File: src/rtl/tdm_mux8.sv
// tdm_mux8: round-robin 8-to-1 time-division multiplexer with channel index, valid and start-of-frame strobes.
// Build option TDM_MUX8_SAMPLE_LATCH_EN: capture the lane once per slot and hold it on Out.
module tdm_mux8 #(
  parameter int unsigned DWELL = 10
) (
  input  logic       clk,
  input  logic       rst,
  input  logic       E,
  input  logic [7:0] In,
  input  logic [7:0] Mask,
  output logic       Out,
  output logic [2:0] Sel,
  output logic       Valid,
  output logic       SOF
);

  typedef enum logic {IDLE, SCAN} state_t;

  localparam logic [7:0] CNT_LAST = 8'(DWELL - 1);

  state_t     state_q, state_d;
  logic [2:0] ch_q, ch_d;
  logic [7:0] cnt_q, cnt_d;
  logic       frame_q, frame_d;
  logic       out_q, out_d;
  logic [2:0] sel_q, sel_d;
  logic       valid_q, valid_d;
  logic       sof_q, sof_d;
  logic [2:0] first_ch, next_ch;

  // Descending scans so the last hit wins: lowest set bit, and nearest set bit above ch
  // (offset 8 wraps to ch itself, covering the single-channel case).
  always_comb begin
    first_ch = '0;
    for (int unsigned i = 8; i > 0; i--) begin
      if (Mask[3'(i - 1)]) first_ch = 3'(i - 1);
    end
    next_ch = ch_q;
    for (int unsigned i = 8; i > 0; i--) begin
      if (Mask[3'(ch_q + 3'(i))]) next_ch = 3'(ch_q + 3'(i));
    end
  end

  always_comb begin
    state_d = state_q;
    ch_d    = ch_q;
    cnt_d   = cnt_q;
    frame_d = frame_q;
    case (state_q)
      IDLE: begin
        if (E && (Mask != '0)) begin
          state_d = SCAN;
          ch_d    = first_ch;
          cnt_d   = '0;
          frame_d = 1'b1;
        end
      end
      SCAN: begin
        if (!E || (Mask == '0)) begin
          state_d = IDLE;
          ch_d    = '0;
          cnt_d   = '0;
          frame_d = 1'b0;
        end else if (cnt_q == CNT_LAST) begin
          ch_d    = next_ch;
          cnt_d   = '0;
          frame_d = (next_ch <= ch_q);
        end else begin
          cnt_d = cnt_q + 8'd1;
        end
      end
      default: state_d = IDLE;
    endcase
  end

  always_comb begin
    valid_d = (state_q == SCAN);
    sel_d   = ch_q;
    sof_d   = (state_q == SCAN) && (cnt_q == '0) && frame_q;
`ifdef TDM_MUX8_SAMPLE_LATCH_EN
    out_d = out_q;
    if (state_q != SCAN)  out_d = 1'b0;
    else if (cnt_q == '0) out_d = In[ch_q];
`else
    out_d = (state_q == SCAN) && In[ch_q];
`endif
  end

  always_ff @(posedge clk) begin
    if (rst) begin
      state_q <= IDLE;
      ch_q    <= '0;
      cnt_q   <= '0;
      frame_q <= 1'b0;
      out_q   <= 1'b0;
      sel_q   <= '0;
      valid_q <= 1'b0;
      sof_q   <= 1'b0;
    end else begin
      state_q <= state_d;
      ch_q    <= ch_d;
      cnt_q   <= cnt_d;
      frame_q <= frame_d;
      out_q   <= out_d;
      sel_q   <= sel_d;
      valid_q <= valid_d;
      sof_q   <= sof_d;
    end
  end

  assign Out   = out_q;
  assign Sel   = sel_q;
  assign Valid = valid_q;
  assign SOF   = sof_q;

endmodule

File: config.mk
export PLATFORM = sky130hd
export DESIGN_NAME = tdm_mux8
export DESIGN_NICKNAME = d
export VERILOG_FILES = /design/src/rtl/tdm_mux8.sv
export SDC_FILE = /design/constraint.sdc
export NUM_CORES = 1
export LEC_CHECK = 0
export ABC_CLOCK_PERIOD_IN_PS = 3550
export CAP_MARGIN = 40
export CORE_ASPECT_RATIO = 1.1
export CORE_MARGIN = 4
export CORE_UTILIZATION = 50
export DETAILED_ROUTE_END_ITERATION = 10
export PLACE_DENSITY = 0.75
export SYNTH_ARGS = -nofsm -noshare
export SYNTH_HDL_FRONTEND = slang
export SYNTH_SLANG_ARGS = --single-unit
File: constraint.sdc
create_clock -name clk -period 3.55 [get_ports clk]
set_input_delay 1.065 -clock clk [delete_from_list [all_inputs] [get_ports clk]]
set_output_delay 1.065 -clock clk [all_outputs]
set_load 0.01 [all_outputs]
# [Word-level counts from Yosys, hierarchy flattened]
# Index checks and enable logic that the tools add are counted.
[word_totals] reg_bits=19 input_bits=19 output_inout_bits=6 elab_cells=85
[classes] n_addsub=8 magnitude_cmp=9 eq_ne=3 n_mux=46 bitwise=1 n_reduce_logical=10
[op_table] cell="3-bit 2-to-1 mux" n=18
[op_table] cell="3-bit by 4-bit less-than comparator with 1-bit output (second input constant)" n=8
[op_table] cell="1-bit binary-select mux with 3-bit select" n=8
[op_table] cell="8-bit 2-to-1 mux" n=3
[op_table] cell="8-bit zero test" n=2
[op_table] cell="8-bit case mux with 2 select lines" n=1
[op_table] cell="1-bit 2-to-1 mux" n=13
[op_table] cell="3-bit adder (second input constant)" n=4
[op_table] cell="8-bit by 1-bit adder with 8-bit output (second input constant)" n=1
[op_table] cell="8-bit by 4-bit equality test with 1-bit output (second input constant)" n=1
[op_table] cell="8-bit nonzero test" n=1
[op_table] cell="3-bit by 2-bit adder with 3-bit output (second input constant)" n=2
[op_table] cell="3-bit case mux with 2 select lines" n=1
[op_table] cell="1-bit logical AND" n=4
[op_table] cell="1-bit case mux with 2 select lines" n=2
[op_table] cell="3-bit by 1-bit adder with 3-bit output (second input constant)" n=1
[op_table] cell="3-bit less-or-equal comparator" n=1
[op_table] cell="3-bit by 1-bit inequality test with 1-bit output (second input constant)" n=1
[op_table] cell="2-bit inequality test (second input constant)" n=1
[op_table] cell="2-bit AND reduction" n=1
[op_table] cell="1-bit zero test" n=1
[op_table] cell="1-bit logical OR" n=1
[op_table] cell="1-bit NOT" n=1

# [Longest topological paths before layout]
# Gate-level depths: netlist of the first run.
[depth] ltp_word=14 ltp_mapped=17 mapped_depth_nobuf=14

# [Worst setup path after synthesis of the first run]
# No wires, ideal clock.
[synth_timing] path_kind="reg-to-reg" startpoint="register ch_q[0]" endpoint="register frame_q" setup_time_ns=0.064 t_arrival_ns=3.427 required_ns=3.486 setup_slack_ns=0.058 stages_incl_launch_ff=17 n_path_buf=2 synth_period_minus_slack_ns=3.492 cell_sequence="dfxtp_1 -> buf_6 -> buf_2 -> inv_1 -> ha_1 -> mux4_2 -> mux2i_1 -> nor2_1 -> a22oi_1 -> a21oi_1 -> a21oi_1 -> ha_1 -> nor2b_1 -> o21a_1 -> o211ai_1 -> a22oi_1 -> nor2_1"
[synth_between] elab_chain_len=14 word_cells_on_any_way=32 classes_between="7 x add/sub; 1 x order compare; 24 x mux"
[synth_lines] item="start: declaration" line="22" rtl="logic [2:0] ch_q, ch_d;"
[synth_lines] item="start signal: assignment" line="101" rtl="ch_q <= ch_d;"
[synth_lines] item="3-bit adder" line="40" rtl="if (Mask[3'(ch_q + 3'(i))]) next_ch = 3'(ch_q + 3'(i));"
[synth_lines] item="1-bit binary-select mux with 3-bit select" line="40"
[synth_lines] item="1-bit 2-to-1 mux (implied by the code)" line="40"
[synth_lines] item="3-bit 2-to-1 mux (7 in a row)" line="40"
[synth_lines] item="3-bit less-or-equal comparator *" line="67" rtl="frame_d = (next_ch <= ch_q);"
[synth_lines] item="1-bit 2-to-1 mux *" line="64" rtl="end else if (cnt_q == CNT_LAST) begin"
[synth_lines] item="1-bit 2-to-1 mux *" line="59" rtl="if (!E || (Mask == '0)) begin"
[synth_lines] item="1-bit case mux with 2 select lines *" line="49" rtl="case (state_q)"
[synth_lines] item="end signal: assignment" line="103" rtl="frame_q <= frame_d;"
[synth_lines] item="end: declaration" line="24" rtl="logic frame_q, frame_d;"
# Mark *: on every way between the ends. The rest lies on a longest branch, timed or not. The select of a mux whose other input is x is not followed.
# A chain may end at the register's enable or synchronous reset.

# [Worst setup path in the final report of the first run]
[layout_timing] startpoint="input port Mask[0]" endpoint="register frame_q"
[layout_between] elab_chain_len=13 word_cells_on_any_way=32 classes_between="1 x order compare; 2 x eq/ne; 24 x mux; 5 x reduce/logical"
[layout_lines] item="start: declaration" line="10" rtl="input logic [7:0] Mask,"
[layout_lines] item="1-bit binary-select mux with 3-bit select" line="40"
[layout_lines] item="1-bit 2-to-1 mux (implied by the code)" line="40"
[layout_lines] item="3-bit 2-to-1 mux (7 in a row)" line="40"
[layout_lines] item="3-bit less-or-equal comparator" line="67"
[layout_lines] item="1-bit 2-to-1 mux" line="64"
[layout_lines] item="1-bit 2-to-1 mux" line="59"
[layout_lines] item="1-bit case mux with 2 select lines" line="49"
# Parallel ways exist; a longest one is shown, timed or not. The select of a mux whose other input is x is not followed.

==> reports/metrics.json, run 1 <==
{
  "gp_congestion": 0.912,
  "wire_length_of_the_first_global_routing_pass_um": 8490,
  "final_report_max_slew_violation_count": 0,
  "leakagePower_uw": 0.000988,
  "cts_setup_buffers": 0,
  "post_synthesis_net_count": 250,
  "largest_net_degree_at_the_start_of_global_routing": 24,
  "met3_usage_pct": 3.45,
  "power_density_mw_per_mm2": 307,
  "worst-slew-pin-transition_ns": 0.574,
  "antenna_violations_before_repair": 0,
  "met1_usage_in_global_routing_pct": 30.5,
  "mappedNetlistArea_mm2": 0.00185,
  "worstPathMaxFanout": 8,
  "period_minus_slack_ns": 3.37,
  "clk_pin_slew_ns": 0.10,
  "max-vdd-ir-drop_mv": 0.248,
  "hpwl_reported_at_the_end_of_detailed_placement_um": 3880,
  "drt.antenna.violating_nets": 0,
  "synth_seq_cells": 19,
  "multi_input_comb_area_mm2": 0.00138,
  "drv_cap": 0,
  "areaGrowthSynthToFinish_pct": 30.8,
  "synthCells": 223,
  "globalRouteTotalUtil_pct": 22.1,
  "die_h_um": 71.8,
  "seq_power_share_pct": 30.7,
  "post-route-worst-setup-slack_ns": 0.182,
  "layout_common_cells": "41 x buf_4, 26 x nor2_1, 19 x dfxtp_1, 18 x a21oi_1, 16 x clkdlybuf4s50_1",
  "hold_path.class": "reg -> reg",
  "avgViaCountPerCell": 5.97,
  "rsz_0062_raised_after_global_routing": "no",
  "remaining_drc_errors": 0,
  "core_area_mm2": 0.00344,
  "total_switching_power_uw": 267,
  "design.die.area_mm2": 0.00474,
  "synth_ff_type": "dfxtp_1",
  "cts_tree": "built",
  "sequential_area_share_after_synthesis_pct": 20.5,
  "vias_in_the_first_global_route": 1855,
  "maximum_clock_rate_mhz": 297,
  "cts.sink_count": 19,
  "internal_power_uw": 477,
  "port-buffer-count": 24,
  "setup.worst_path.class": "in -> reg",
  "layout.filler_cells": 295,
  "logic_pwr_share_pct": 54.8,
  "max-clock-path-buffers": 2,
  "hold_violations": 0,
  "layout_commonest_cell": "buf_4",
  "timing.critical_path.to_type": "flip-flop",
  "status": "complete, no violations",
  "dieWidth_um": 66.0,
  "clockRootBuffer": "clkbuf_4",
  "drt-pass1-iter-count": 5,
  "cts-htree-levels": 1,
  "dp_slack_ns": -0.406,
  "layout-drive-gt1-share_pct": 23.1,
  "worst-endpoint-arrival_ns": 3.60,
  "use_met2_pct": 36.4,
  "routed_wirelength_um": 4950,
  "timing.critical_path.required_ns": 3.79,
  "grt_overflow_total": 0,
  "timing.slew.headroom_pct": 61.6,
  "fp-row-count": 22,
  "crit_path_start_kind": "primary input",
  "final.period_utilization_pct": 94.9,
  "clock-skew-final_ns": 0.00155,
  "clk-insertion-delay-late_ns": 0.30,
  "synth_enable_flop_cells": 0,
  "report.final.setup_viol": 0,
  "antenna-diode-count": 0,
  "tritoncts.num_buffers": 3,
  "synth.distinct_cells": 55,
  "fin_nets": 309,
  "avgSynthCellArea_um2": 8.30,
  "detailedRoute.firstIterationViolations": 135,
  "dr_total_vias": 1965,
  "io_pins": 25,
  "layout.area.seq_um2": 380,
  "synthArstFlopShare_pct": 0,
  "pwr-share-clk_pct": 14.5,
  "initial_utilization_pct": 53.8,
  "fin_tns_setup_ns": 0,
  "synth-warning-count": 0,
  "wl_per_cell_um": 15.1,
  "power.switching_fraction_pct": 35.9,
  "global_route.peak_usage_layer": "met2"
}
==> what timing repair did <==
| item | in CTS | in global routing |
|---|---|---|
| hold buffers | 0 | 0 |
| pin swaps | 0 | 2 |
| gates resized for setup | 7 | 5 |
| hold endpoints to repair | 0 | 0 |
| endpoints found under the setup margin | 1 | 1 |
| cloned | 0 | 0 |
==> power by group through the flow <==
stage | clock (uW) | sequential [uW] | combinational, uW
global placement | 0 | 233 | 396
global route | 120 | 230 | 445
finish | 108 | 228 | 408
detailed placement | 0 | 233 | 404
floorplan | 0 | 232 | 243
CTS | 112 | 228 | 404
==> cell type report <==
cell class	instances	share of cell area (%)
multi-input cells	184	57.1
repair buffers	65	22.2
inverters	9	1.39
well taps	48	2.48
flip-flops and latches	19	15.7
clock buffers	4	1.08
==> worst max-delay path, cell delays in order <==
cell and delay, ns:
dlygate4sd2_1 0.35, mux2i_1 0.15, mux4_2 0.48, or3_1 0.35, o221ai_1 0.08, mux2i_1 0.10, a21oi_1 0.15, ha_1 0.25
nor2b_1 0.13, o21a_1 0.16, o211ai_1 0.16, a22oi_1 0.09, nor2_1 0.08
==> synth_stat cells (3+ instances only) <==
library cell / instances / area share [%]
mux2_2: 5 / 3.0
nand3_1: 4 / 1.1
nand2b_1: 3 / 1.0
nand2_1: 15 / 3.0
nor2_1: 27 / 5.5
a21oi_1: 18 / 4.9
o21ai_0: 14 / 3.8
nor4_1: 3 / 1.0
or4_1: 3 / 1.2
or3_1: 3 / 1.0
a22oi_1: 3 / 1.2
mux4_2: 7 / 8.5
ha_1: 8 / 5.4
buf_2: 3 / 0.81
clkbuf_1: 6 / 1.2
mux2i_1: 12 / 6.5
inv_1: 7 / 1.4
nor3_1: 5 / 1.4
mux4_1: 3 / 4.3
and3_1: 6 / 2.0
dfxtp_1: 19 / 21
nor2b_1: 4 / 1.4
==> kinds of logic after synthesis <==
logic type | share of synthesized area (%)
AOI/OAI and AO/OA | 22.8
xor gates and xnor gates | 1.42
adders and majority gates | 5.41
buffers and inverters | 4.66
DFF | 20.5
muxes | 23.1
and+or+nand+nor | 22.0
==> layer usage <==
metal,up-vias,routed length (um),part of all wire (%)
li1,968,-,-
met1,925,2290,46
met2,62,2300,47
met3,10,275,5.6
met4,0,79,1.6
met5,-,0,0
==> worst paths after layout <==
check            from  endpoint  slack [ns]  cells past startpoint
max           Mask[0]   frame_q        0.18                     13
min          cnt_q[7]       SOF        0.50                      1
max reg2reg   ch_q[0]   frame_q        0.23                     14
min reg2reg  cnt_q[7]       SOF        0.50                      1
==> through the flow <==
stage	hold slack [ns]	utilization [%]	power (uW)	instance area, um2	instances
detailed placement	0.469	70.0	637	2410	325
floorplan	0.437	-	476	1850	223
global placement	0.464	70.0	629	2410	325
CTS	0.490	70.5	744	2420	329
global route	0.521	70.4	795	2420	329
finish	0.501	70.4	743	2420	329
==> sequential cells by signal (all words and copies together), names as in the netlist <==
register,flops
Out,1
state_q,1
cnt_q,8
Valid,1
Sel,3
SOF,1
ch_q,3
frame_q,1
(Power assumes the default switching activity.)
==> run 2: changes to the inputs <==
==> config.mk (replaced) <==
export PLATFORM = sky130hd
export DESIGN_NAME = tdm_mux8
export DESIGN_NICKNAME = d
export VERILOG_FILES = /design/src/rtl/tdm_mux8.sv
export SDC_FILE = /design/constraint.sdc
export NUM_CORES = 1
export LEC_CHECK = 0
export ABC_CLOCK_PERIOD_IN_PS = 3400
export CAP_MARGIN = 40
export CORE_ASPECT_RATIO = 1.1
export CORE_MARGIN = 4
export CORE_UTILIZATION = 55
export DETAILED_ROUTE_END_ITERATION = 10
export PLACE_DENSITY = 0.78
export SYNTH_ARGS = -nofsm -noshare
export SYNTH_HDL_FRONTEND = slang
export SYNTH_SLANG_ARGS = --single-unit
==> constraint.sdc (replaced) <==
create_clock -name clk -period 3.4 [get_ports clk]
set_input_delay 1.02 -clock clk [delete_from_list [all_inputs] [get_ports clk]]
set_output_delay 1.02 -clock clk [all_outputs]
set_load 0.01 [all_outputs]
==> run 2 against run 1 <==
Sequential power up 5%. Wire length up 15%. Worst setup slack better by 0.0089 ns. Global-route usage rose by 4.1 points. Sequential share of layout area is 0.15 points lower. Cell count shrank 5.5%. Largest cell class unchanged. Die area down 8.1%. Clock-buffer cell count did not move. Non-clock buffer count down 4. Combinational power is 19% higher. Hold slack improved by 0.0014 ns.
==> reports/metrics.json, run 2 (synthesis gave the netlist of run 1 again) <==
{
  "final_report_max_slew_violation_count": 0,
  "max-vdd-ir-drop_mv": 0.271,
  "r2r-start": "ch_q[0]",
  "worst-slew-pin-transition_ns": 0.593,
  "hold_path.class": "reg -> reg",
  "worst_setup_path_endpoint": "ch_q[0]",
  "timing.critical_path.to_type": "flip-flop",
  "layout-drive-gt1-share_pct": 30.7,
  "layout.filler_cells": 213,
  "gp_congestion": 0.968,
  "io_pins": 25,
  "timing.slew.headroom_pct": 60.3,
  "fin_nets": 305,
  "cts_tree": "built",
  "design.die.area_mm2": 0.00436,
  "die_h_um": 68.9,
  "timing.critical_path.required_ns": 3.56,
  "placed_cells_incl_taps": 306,
  "power_density_mw_per_mm2": 342,
  "areaGrowthSynthToFinish_pct": 32.5,
  "dp_slack_ns": -0.528,
  "crit_path_start": "Mask[4]",
  "antenna-diode-count": 0,
  "drv_cap": 0,
  "drt-pass1-iter-count": 4,
  "fin_worst_hold_slack_ns": 0.502,
  "post-route-worst-setup-slack_ns": 0.191,
  "detailedRoute.firstIterationViolations": 172,
  "layout_common_cells": "35 x buf_4, 26 x nor2_1, 18 x dfxtp_1, 18 x a21oi_1, 16 x clkdlybuf4s50_1",
  "seq_power_share_pct": 28.5,
  "total_switching_power_uw": 318,
  "logic_pwr_share_pct": 58.0,
  "r2r-end": "ch_q[0]",
  "register_to_register_setup_slack_ns": 0.21,
  "initial_utilization_pct": 59.2,
  "grt_overflow_total": 0,
  "port-buffer-count": 24,
  "wl_per_cell_um": 18.3,
  "cts.sink_count": 19,
  "fin_tns_setup_ns": 0,
  "hold_path_startpoint": "cnt_q[7]",
  "internal_power_uw": 521,
  "routed_wirelength_um": 5680,
  "largest_reg_flops": 8,
  "number_of_hold_repair_buffers_added_at_the_cts_stage": 0,
  "setup.worst_path.class": "in -> reg",
  "instances_no_fill": 311,
  "drt.antenna.violating_nets": 0,
  "worst_r2r_path_depth": 12,
  "vias_in_the_first_global_route": 2047,
  "power.switching_fraction_pct": 37.9,
  "core_area_mm2": 0.00313,
  "cts-htree-levels": 1,
  "remaining_drc_errors": 0,
  "max-clock-path-buffers": 2,
  "dr_total_vias": 2047,
  "final.period_utilization_pct": 94.4,
  "worst-endpoint-arrival_ns": 3.37,
  "clk-insertion-delay-late_ns": 0.29,
  "pwr-share-clk_pct": 13.5,
  "layout_commonest_cell": "buf_4",
  "tritoncts.num_buffers": 3,
  "leakagePower_uw": 0.000969,
  "fp-row-count": 21,
  "report.final.setup_viol": 0,
  "wire_length_of_the_first_global_routing_pass_um": 9170,
  "hold_violations": 0,
  "maximum_clock_rate_mhz": 312,
  "largest_net_degree_at_the_start_of_global_routing": 24,
  "status": "complete, no violations",
  "dieWidth_um": 63.3,
  "antenna_violations_before_repair": 0,
  "power_uw": 839,
  "period_minus_slack_ns": 3.21,
  "globalRouteTotalUtil_pct": 26.2,
  "worstPathMaxFanout": 7,
  "clk_pin_slew_ns": 0.10,
  "largest_register": "cnt_q",
  "clock-skew-final_ns": 0.00190,
  "clockRootBuffer": "clkbuf_4",
  "hpwl_reported_at_the_end_of_detailed_placement_um": 4300,
  "crit_path_start_kind": "primary input",
  "avgViaCountPerCell": 6.58
}
-- run 2: changes by cell type in the layout (fill, tap and decap cells not counted), sizes merged --
cell          before  now
dlygate4sd2        6    0
buf               41   37
dlymetal6s2s       1    0
clkbuf             5   12
-- run 2: layer usage --
metal	vias up	track usage [%]	wire length, um
met5	-	0	0
met4	0	11.3	189
met3	22	4.70	347
met2	96	47.1	2830
met1	974	31.2	2310
li1	955	-	-
-- run 2: worst max-delay path: stages --
cell	delay [ns]
clkbuf_2	0.11
buf_4	0.16
mux4_2	0.55
mux2_4	0.34
a21oi_4	0.14
o221ai_4	0.14
buf_4	0.16
buf_4	0.12
mux2_4	0.30
a221oi_2	0.24
nor2_1	0.08
-- run 2: cell type report --
cell class / instances / area (um2) / area share [%]
multi-input combinational: 184 / 1480 / 60.5
tap: 34 / 42.5 / 1.73
timing repair buffer: 61 / 485 / 19.8
sequential: 19 / 382 / 15.6
inverter: 9 / 33.8 / 1.38
clock buffer: 4 / 26.3 / 1.07
-- run 2: what timing repair did --
action / in CTS / in global routing
setup endpoints to repair: 2 / 1
setup buffers: 0 / 1
pin swaps: 0 / 14
gates resized for setup: 15 / 37
-- run 2: power groups by stage --
stage	combinational, uW	clock (uW)	sequential, uW
2_1_floorplan	263	0	243
3_3_place_gp	408	0	243
3_5_place_dp	425	0	244
4_1_cts	432	115	239
5_1_grt	523	123	241
6_report	487	113	239
-- run 2: through the flow --
| step | util [%] | instance area, um2 |
|---|---|---|
| floorplan | - | 1870 |
| global placement | 75.7 | 2370 |
| detailed placement | 75.7 | 2370 |
| CTS | 76.8 | 2400 |
| global route | 78.5 | 2450 |
| finish | 78.5 | 2450 |
-- run 2: worst min path at each step --
stage / end / depth (start not counted)
after global routing: SOF / 1
after detailed placement: SOF / 2
final: SOF / 1
after CTS: SOF / 2
after global placement: SOF / 1
after floorplan: SOF / 1
==> run 3: changes to the inputs <==
--- a/config.mk
+++ b/config.mk
@@ -12,6 +12,8 @@
 export CORE_UTILIZATION = 55
 export DETAILED_ROUTE_END_ITERATION = 10
 export PLACE_DENSITY = 0.78
+export REMOVE_ABC_BUFFERS = 1
+export SLEW_MARGIN = 20
 export SYNTH_ARGS = -nofsm -noshare
 export SYNTH_HDL_FRONTEND = slang
 export SYNTH_SLANG_ARGS = --single-unit
==> run 3 against run 2 <==
Core utilization rose by 0.080 points. Clock skew rose by 0.00082 ns. Clock-buffer cell count did not move. Via count rose by 2.1%. Critical path depth rose by 2. Cell count rose by 2.9%. Power fell by 1.5%. Hold slack got worse by 0.012 ns. Register-to-register slack got worse by 0.04 ns. Flip-flop and latch count did not move. Sequential share of layout area fell by 0.067 points. Cell area rose by 0.10%. Critical endpoint is now frame_q.
==> reports/metrics.json, run 3 (synthesis gave the netlist of run 1 again) <==
{
  "clk-insertion-delay-late_ns": 0.30,
  "globalRouteTotalUtil_pct": 26.2,
  "detailedRoute.firstIterationViolations": 277,
  "cts.sink_count": 19,
  "routed_wirelength_um": 5730,
  "status": "complete, no violations",
  "clockRootBuffer": "clkbuf_4",
  "worst-endpoint-arrival_ns": 3.42,
  "crit_path_start_kind": "primary input",
  "timing.critical_path.required_ns": 3.59,
  "max-clock-path-buffers": 2,
  "leakagePower_uw": 0.00100,
  "largest_reg_flops": 8,
  "drv_cap": 0,
  "hpwl_reported_at_the_end_of_detailed_placement_um": 4290,
  "antenna_violations_before_repair": 0,
  "remaining_drc_errors": 0,
  "gp_congestion": 0.924,
  "drt-pass1-iter-count": 6,
  "dp_slack_ns": -0.532,
  "layout_commonest_cell": "buf_4",
  "hold_path.class": "reg -> reg",
  "grt_overflow_total": 0,
  "drt.antenna.violating_nets": 0,
  "timing.critical_path.cells": "clkbuf_2, mux4_2, a221oi_2, a21oi_1, a21oi_1, o21ai_0, a31oi_1, o21ai_0, ha_1, o21a_1, o211ai_1, a22oi_1, nor2_1",
  "placed_cells_incl_taps": 314,
  "dieWidth_um": 63.3,
  "wire_length_of_the_first_global_routing_pass_um": 9180,
  "hold_violations": 0,
  "layout_common_cells": "45 x buf_4, 26 x nor2_1, 19 x dfxtp_1, 18 x a21oi_1, 16 x clkdlybuf4s50_1",
  "wl_per_cell_um": 17.9,
  "multi_input_comb_area_mm2": 0.00142,
  "fp-row-count": 21,
  "layout.area.seq_um2": 380,
  "power_density_mw_per_mm2": 337,
  "max-vdd-ir-drop_mv": 0.292,
  "cts-htree-levels": 1,
  "clk_pin_slew_ns": 0.11,
  "final_report_max_slew_violation_count": 0,
  "largest_register": "cnt_q",
  "worstPathMaxFanout": 5,
  "power_uw": 827,
  "design.die.area_mm2": 0.00436,
  "clock-skew-final_ns": 0.00273,
  "tritoncts.num_buffers": 3,
  "number_of_hold_repair_buffers_added_at_the_cts_stage": 0,
  "cts_tree": "built",
  "worst_path_max_delay_cell": "mux4_2",
  "timing.slew.headroom_pct": 71.7,
  "fin_nets": 314,
  "period_minus_slack_ns": 3.24,
  "die_h_um": 68.9,
  "layout.filler_cells": 225,
  "largest_net_degree_at_the_start_of_global_routing": 24,
  "maximum_clock_rate_mhz": 309,
  "initial_utilization_pct": 59.2,
  "cp_slowest_stage_delay_ns": 0.53,
  "io_pins": 25,
  "dr_total_vias": 2090,
  "timing.critical_path.to_type": "flip-flop",
  "layout-drive-gt1-share_pct": 30.1,
  "post-route-worst-setup-slack_ns": 0.163,
  "setup.worst_path.class": "in -> reg",
  "worst-slew-pin-transition_ns": 0.420,
  "fin_worst_hold_slack_ns": 0.490,
  "avgViaCountPerCell": 6.53,
  "final_util_pct": 78.6,
  "core_area_mm2": 0.00313,
  "report.final.setup_viol": 0,
  "final.period_utilization_pct": 95.2,
  "port-buffer-count": 24,
  "instances_no_fill": 320,
  "antenna-diode-count": 0,
  "vias_in_the_first_global_route": 1961,
  "areaGrowthSynthToFinish_pct": 32.6
}
## run 3: cell count changes in the layout (fill, tap and decap cells not counted), moves of 2 or more
cell     change
buf_4       +10
o21ai_0      +3
o21ai_1      -3
mux2i_1      +3
mux2i_2      -2
## run 3: timing repair
item / CTS / global route
cloned: 0 / 0
setup endpoints to repair: 1 / 1
resized for setup: 12 / 28
setup buffers: 0 / 2
pin swaps: 0 / 5
## run 3: worst max-delay path: cells and delay by family
family	cells	cell delay (ns)
AND/OR/NAND/NOR	1	0.06
multiplexers	1	0.53
adder cells (fa/ha/maj)	1	0.31
buffers and inverters	1	0.13
AO/OA/AOI/OAI	9	1.38
## run 3: area by class of cell
cell class | count | share of cell area [%]
timing repair buffer | 70 | 22.4
tap | 34 | 1.73
inverter | 9 | 1.38
clock buffer | 4 | 1.07
multi-input combinational | 184 | 58.0
sequential | 19 | 15.5
## run 3: metrics by stage
step	setup TNS, ns	instance area (um2)
2_1_floorplan	-0.465	1800
3_3_place_gp	-0.702	2410
3_5_place_dp	-0.998	2410
4_1_cts	0	2440
5_1_grt	-0.0575	2460
6_report	0	2460
## run 3: final timing paths
path / start / to / slack (ns) / cells after the start
setup reg to reg: ch_q[0] / frame_q / 0.17 / 14
setup / recovery: Mask[4] / frame_q / 0.16 / 13
hold / removal: cnt_q[7] / SOF / 0.49 / 1
hold reg to reg: cnt_q[7] / SOF / 0.49 / 1
## run 3: where the power goes
part	internal (uW)	switching, uW
sequential	230	5.10
clock	45.7	68.9
combinational	243	234
total	519	308
## run 3: metal layers
metal / global-route usage (%) / vias to the layer above / share of wire, %
li1: - / 979 / -
met1: 32.1 / 1000 / 41
met2: 47.1 / 93 / 51
met3: 4.05 / 18 / 6.1
met4: 9.70 / 0 / 2.2
met5: 0 / - / 0
